`src/rtl/axi4lite_reg_slave.sv`:
```
// AXI4-Lite slave exposing NUM_REGS byte-writable registers.
// Writes commit once both address and data are held; reads return one cycle after AR.
module axi4lite_reg_slave #(
  parameter int ADDR_WIDTH = 32,
  parameter int DATA_WIDTH = 32,
  parameter int NUM_REGS   = 8
) (
  input  logic                           ACLK,
  input  logic                           ARESETn,
  input  logic [ADDR_WIDTH-1:0]          AWADDR,
  input  logic [2:0]                     AWPROT,
  input  logic                           AWVALID,
  output logic                           AWREADY,
  input  logic [DATA_WIDTH-1:0]          WDATA,
  input  logic [DATA_WIDTH/8-1:0]        WSTRB,
  input  logic                           WVALID,
  output logic                           WREADY,
  output logic [1:0]                     BRESP,
  output logic                           BVALID,
  input  logic                           BREADY,
  input  logic [ADDR_WIDTH-1:0]          ARADDR,
  input  logic [2:0]                     ARPROT,
  input  logic                           ARVALID,
  output logic                           ARREADY,
  output logic [DATA_WIDTH-1:0]          RDATA,
  output logic [1:0]                     RRESP,
  output logic                           RVALID,
  input  logic                           RREADY,
  output logic [NUM_REGS*DATA_WIDTH-1:0] regs_o,
  output logic [NUM_REGS-1:0]            wr_pulse_o
);

  localparam int STRB_WIDTH = DATA_WIDTH / 8;
  localparam int OFFS       = $clog2(STRB_WIDTH);
  localparam int IDXW       = $clog2(NUM_REGS);

  localparam logic [1:0] RESP_OKAY   = 2'b00;
  localparam logic [1:0] RESP_SLVERR = 2'b10;

  function automatic logic addr_in_range(input logic [ADDR_WIDTH-1:0] a);
    return (a >> (OFFS + IDXW)) == {ADDR_WIDTH{1'b0}};
  endfunction

  function automatic logic [IDXW-1:0] addr_index(input logic [ADDR_WIDTH-1:0] a);
    return a[OFFS +: IDXW];
  endfunction

  logic                                r_aw_held;
  logic                                r_w_held;
  logic [ADDR_WIDTH-1:0]               r_awaddr;
  logic [DATA_WIDTH-1:0]               r_wdata;
  logic [STRB_WIDTH-1:0]               r_wstrb;
  logic                                r_bvalid;
  logic [1:0]                          r_bresp;
  logic                                r_rvalid;
  logic [1:0]                          r_rresp;
  logic [DATA_WIDTH-1:0]               r_rdata;
  logic [NUM_REGS-1:0][DATA_WIDTH-1:0] r_regs;
  logic [NUM_REGS-1:0]                 r_wr_pulse;

  logic            w_aw_hs;
  logic            w_w_hs;
  logic            w_ar_hs;
  logic            w_commit;
  logic            w_wr_in_range;
  logic [IDXW-1:0] w_wr_idx;
  logic            w_rd_in_range;
  logic [IDXW-1:0] w_rd_idx;
  logic            w_unused;

  assign AWREADY = ARESETn & ~r_aw_held & ~r_bvalid;
  assign WREADY  = ARESETn & ~r_w_held & ~r_bvalid;
  assign ARREADY = ARESETn & ~r_rvalid;

  assign w_aw_hs  = AWVALID & AWREADY;
  assign w_w_hs   = WVALID & WREADY;
  assign w_ar_hs  = ARVALID & ARREADY;
  assign w_commit = r_aw_held & r_w_held;

  assign w_wr_in_range = addr_in_range(r_awaddr);
  assign w_wr_idx      = addr_index(r_awaddr);
  assign w_rd_in_range = addr_in_range(ARADDR);
  assign w_rd_idx      = addr_index(ARADDR);

  // Protection bits and sub-word address bits carry no meaning here.
  assign w_unused = ^{AWPROT, ARPROT, r_awaddr[OFFS-1:0], ARADDR[OFFS-1:0]};

  assign BVALID     = r_bvalid;
  assign BRESP      = r_bresp;
  assign RVALID     = r_rvalid;
  assign RRESP      = r_rresp;
  assign RDATA      = r_rdata;
  assign regs_o     = r_regs;
  assign wr_pulse_o = r_wr_pulse;

  // Write address/data capture; both holds drop together at commit.
  always_ff @(posedge ACLK or negedge ARESETn) begin
    if (!ARESETn) begin
      r_aw_held <= 1'b0;
      r_w_held  <= 1'b0;
      r_awaddr  <= {ADDR_WIDTH{1'b0}};
      r_wdata   <= {DATA_WIDTH{1'b0}};
      r_wstrb   <= {STRB_WIDTH{1'b0}};
    end else if (w_commit) begin
      r_aw_held <= 1'b0;
      r_w_held  <= 1'b0;
    end else begin
      if (w_aw_hs) begin
        r_aw_held <= 1'b1;
        r_awaddr  <= AWADDR;
      end
      if (w_w_hs) begin
        r_w_held <= 1'b1;
        r_wdata  <= WDATA;
        r_wstrb  <= WSTRB;
      end
    end
  end

  // Register file byte-lane update and per-register write strobe.
  always_ff @(posedge ACLK or negedge ARESETn) begin
    if (!ARESETn) begin
      r_regs     <= {(NUM_REGS*DATA_WIDTH){1'b0}};
      r_wr_pulse <= {NUM_REGS{1'b0}};
    end else begin
      r_wr_pulse <= {NUM_REGS{1'b0}};
      if (w_commit && w_wr_in_range) begin
        r_wr_pulse[w_wr_idx] <= 1'b1;
        for (int b = 0; b < STRB_WIDTH; b++) begin
          if (r_wstrb[b]) begin
            r_regs[w_wr_idx][b*8 +: 8] <= r_wdata[b*8 +: 8];
          end
        end
      end
    end
  end

  // Write response channel.
  always_ff @(posedge ACLK or negedge ARESETn) begin
    if (!ARESETn) begin
      r_bvalid <= 1'b0;
      r_bresp  <= RESP_OKAY;
    end else if (w_commit) begin
      r_bvalid <= 1'b1;
      r_bresp  <= w_wr_in_range ? RESP_OKAY : RESP_SLVERR;
    end else if (r_bvalid && BREADY) begin
      r_bvalid <= 1'b0;
    end
  end

  // Read channel; sampling r_regs here yields the pre-write value on a same-edge commit.
  always_ff @(posedge ACLK or negedge ARESETn) begin
    if (!ARESETn) begin
      r_rvalid <= 1'b0;
      r_rresp  <= RESP_OKAY;
      r_rdata  <= {DATA_WIDTH{1'b0}};
    end else if (w_ar_hs) begin
      r_rvalid <= 1'b1;
      if (w_rd_in_range) begin
        r_rdata <= r_regs[w_rd_idx];
        r_rresp <= RESP_OKAY;
      end else begin
        r_rdata <= {DATA_WIDTH{1'b0}};
        r_rresp <= RESP_SLVERR;
      end
    end else if (r_rvalid && RREADY) begin
      r_rvalid <= 1'b0;
    end
  end

endmodule

```
`config.mk`:
```
export PLATFORM = sky130hd
export DESIGN_NAME = axi4lite_reg_slave
export DESIGN_NICKNAME = d
export VERILOG_FILES = /design/src/rtl/axi4lite_reg_slave.sv
export SDC_FILE = /design/constraint.sdc
export NUM_CORES = 1
export LEC_CHECK = 0
export CELL_PAD_IN_SITES_DETAIL_PLACEMENT = 0
export CELL_PAD_IN_SITES_GLOBAL_PLACEMENT = 1
export CORE_ASPECT_RATIO = 0.8
export CORE_MARGIN = 1.5
export CORE_UTILIZATION = 54
export CTS_BUF_LIST = sky130_fd_sc_hd__clkbuf_4
export CTS_CLUSTER_SIZE = 28
export DETAILED_ROUTE_END_ITERATION = 12
export DONT_BUFFER_PORTS = 1
export PLACE_DENSITY = 0.89
export SLEW_MARGIN = 5
export SYNTH_ARGS = -nofsm -noshare
export SYNTH_HDL_FRONTEND = slang
export SYNTH_SLANG_ARGS = --single-unit
```
`constraint.sdc`:
```
create_clock -name ACLK -period 2.6 [get_ports ACLK]
set_input_delay 0.39 -clock ACLK [delete_from_list [all_inputs] [get_ports ACLK]]
set_output_delay 0.39 -clock ACLK [all_outputs]
set_load 0.05 [all_outputs]
```
==> results.md <==
* Largest area contributor in the netlist: dfrtp_1
* Hold_ws at -621.2 ps
* Number of synthesized register bits at 368
* CP Class: flip-flop to flip-flop
* CP max stage delay at 380 ps
* Largest net degree at the start of global routing at 371
* Post-synthesis sequential area ratio at 56.40%
* Largest family of logic cells by synthesized area: multiplexers
* Die W at 197.4 microns
* Layout cell share with drive strength beyond 1 at 49.15%
* Critical path depth in cells at 6
* Maximum vdd drop at 0.5700 mV
* Mux cell area share after synthesis at 33.73%
* Crit-path cells: nor4_1 -> nand4_1 -> buf_12 -> nor4_4 -> buf_4 -> mux2_2
* Slew margin rel. at 58.97%
* Die area at 31,300 sq um
* Status: finished, violations left
* Area share of and/or/nand/nor cells after synthesis at 7.142%
* Fmax at 0.4284 GHz
* Crit path DAT at 2920 ps
* Final WL at 43,290 microns
* Finished Core Util at 63.86%
* Post-synthesis xor/xnor area fraction at 0%
* Reg2reg path depth at 6
* First-pass GRT wire length at 65,010 microns
* Total track usage at 27.95%
* Failing checks: hold timing
* Yosys top cell area share at 56.40%
* Vias in the first global route at 10,610
* Drt wl/cell at 26.45 microns
* Largest delay contributor family on the critical path: simple AND/OR/NAND/NOR gates
* Main flop type after synthesis: dfrtp_1
* Least-Margin Pin Slew at 615.5 ps
* Tot Pwr at 13.47 mW
* Type of element launching the critical path: flip-flop
* Mapped Area at 16,330 sq um
* Clock slew at reported path FFs at 70 ps
* Hold/Removal Path Class: input port to asynchronous set/reset pin
* Netlist cell types at 33
* Hold Fails Final Rpt at 368
* Clock Latency Late Sink at 710 ps
* Most common cell after layout, fill and taps aside: dfrtp_1
* Core ar. at 29,500 sq um
* Critical path data required time at 3190 ps
* Post_cts resized at 0
* Vias/cell at 6.005
* Clock skew at 30.68 ps
* FP Rows at 56
* Number of synthesis warnings at 0
* Ranking of synthesized cells by area: dfrtp_1 (56%), mux2_2 (20%), mux4_2 (8.8%), nor4_4 (4.4%), mux2_4 (2.9%)
* CP Capture Type: flip-flop
* Synth Area in Adders at 0%
* Dpl hpwl at 27,830 microns
* CTS tree: yes
* Min Tclk post-route at 2335 ps
* Post-Synthesis Cells at 997
* Final nets at 1,279
* Compound-cell area share of the yosys netlist at 1.234%
* Async set or reset register ratio after synthesis at 100.0%
* Die Ht at 158.5 microns
* H-tree depth at 3
* Synth Area per Inst at 16.38 sq um
* Antenna violations before repair at 2
* Setup violations, final at 0
* DRT Pass-1 Iters at 5
* 1st-iter DRT viols at 502
* Max Cap Violations at 0
* Most frequent cells in the layout: dfrtp_1 (368), mux2_2 (288), clkbuf_4 (119)
* Antenna-violating nets left at 0
* Crit-path max FO at 37
* DRC at 0
* Cts hold-fix bufs at 74
* Period utilisation layout at 89.79%
* GR Overflow Total at 0
* Number of setup buffers added after CTS at 0
* Gpl congestion at 0.8074
* Number of clock sinks at 368
* Port Buffers at 0
* WP buf/inv at 2
* CTS buffer count at 89
* Clock Tree Buf Depth at 3
* IO Pins at 418
* Slowest stage cell on the critical path: dfrtp_1
* CTS root buffer: clkbuf_4
* Via Count at 9,830
* P&R area growth vs syn at 15.37%
* Post-synth EDFFs at 0
* Initial Utilization at 55.35%
* Leak pwr at 8.944 nW
* Power density cells at 715.0 nW/um^2
* RSZ-0062 raised after global routing: no
* Final Max Slew Viols at 0
-- Yosys cell counts (2+ instances only) --
cell type and instances:
or3_1 5, buf_6 3, dfrtp_1 368, or4_1 3
nor2_1 6, mux2_1 2, buf_4 6, nand2b_1 3
mux2i_1 32, buf_2 6, buf_1 9, nand4_1 2
nand2_1 45, and2_1 7, mux2_2 288, o21ai_0 34
clkbuf_1 21, nor4_1 9, nor3_1 3, mux4_2 64
inv_1 5, mux2_4 32, nor4_4 34
-- stage by stage --
step                      setup WS, ps  hold slack (ps)  instances  setup TNS, ps  area, sq um
after floorplan                 -17.69            94.41        998         -385.2        16340
after global placement           311.4            101.2       1407              0        17020
after detailed placement         311.0            101.6       1407              0        17020
after CTS                        236.9           -700.5       1635              0        18830
after global routing             140.8           -721.4       1637              0        18840
final                            265.5           -621.2       1637              0        18840
-- flip-flops by register name, indices dropped and copies added (netlist names), 4 cells and up --
signal      count
r_wstrb         4
r_wdata        32
wr_pulse_o      8
RDATA          32
regs_o        256
r_awaddr       30
-- where the power goes --
part	internal [mW]	leakage, nW	switching, mW
clock	2.23	0.634	2.29
combinational	0.854	3.32	0.931
sequential	6.27	4.99	0.895
-- cell families after synthesis --
| group | Yosys count |
|---|---|
| mux | 418 |
| flops | 368 |
| simple gates | 122 |
| buf+inv | 50 |
| compound gates | 38 |
| other cells | 1 |
-- per-layer routing --
layer  up-vias  share of wire [%]  global-route usage (%)  wire (microns)
li1       4134                  -                       -               -
met1      5198                 40                   35.12           17270
met2       431                 48                   44.33           20930
met3        67                9.8                   10.76            4261
met4         0                1.9                   10.07             836
met5         -                  0                       0               0
-- worst reg2reg max path: cells and delay by family (launching register included) --
family	cells	cell delay [ps]
muxes	1	370
and+or+nand+nor	3	900
DFF	1	380
buffers and inverters	2	560
-- layout make-up --
type,instances,area [sq um]
inverter,5,18.77
antenna,2,5.005
tap,406,508.0
clock inverter,35,166.4
fill,2140,10660
sequential,368,9209
clock buffer,119,893.4
multi-input combinational,580,6894
timing repair buffer,122,1144
-- worst paths after layout --
| check | startpoint | end | slack, ps |
|---|---|---|---|
| max | r_awaddr[19] | regs_o[225] | 270 |
| min | ARESETn | RDATA[26] | -620 |
| max reg2reg | r_awaddr[19] | regs_o[225] | 270 |
| min reg2reg | r_awaddr[25] | r_awaddr[25] | 520 |
| max in group asynchronous | ARESETn | regs_o[10] | 2680 |
| min in group ACLK | ARADDR[3] | RDATA[27] | 100 |
No activity file was read; power rests on OpenSTA's default activity.
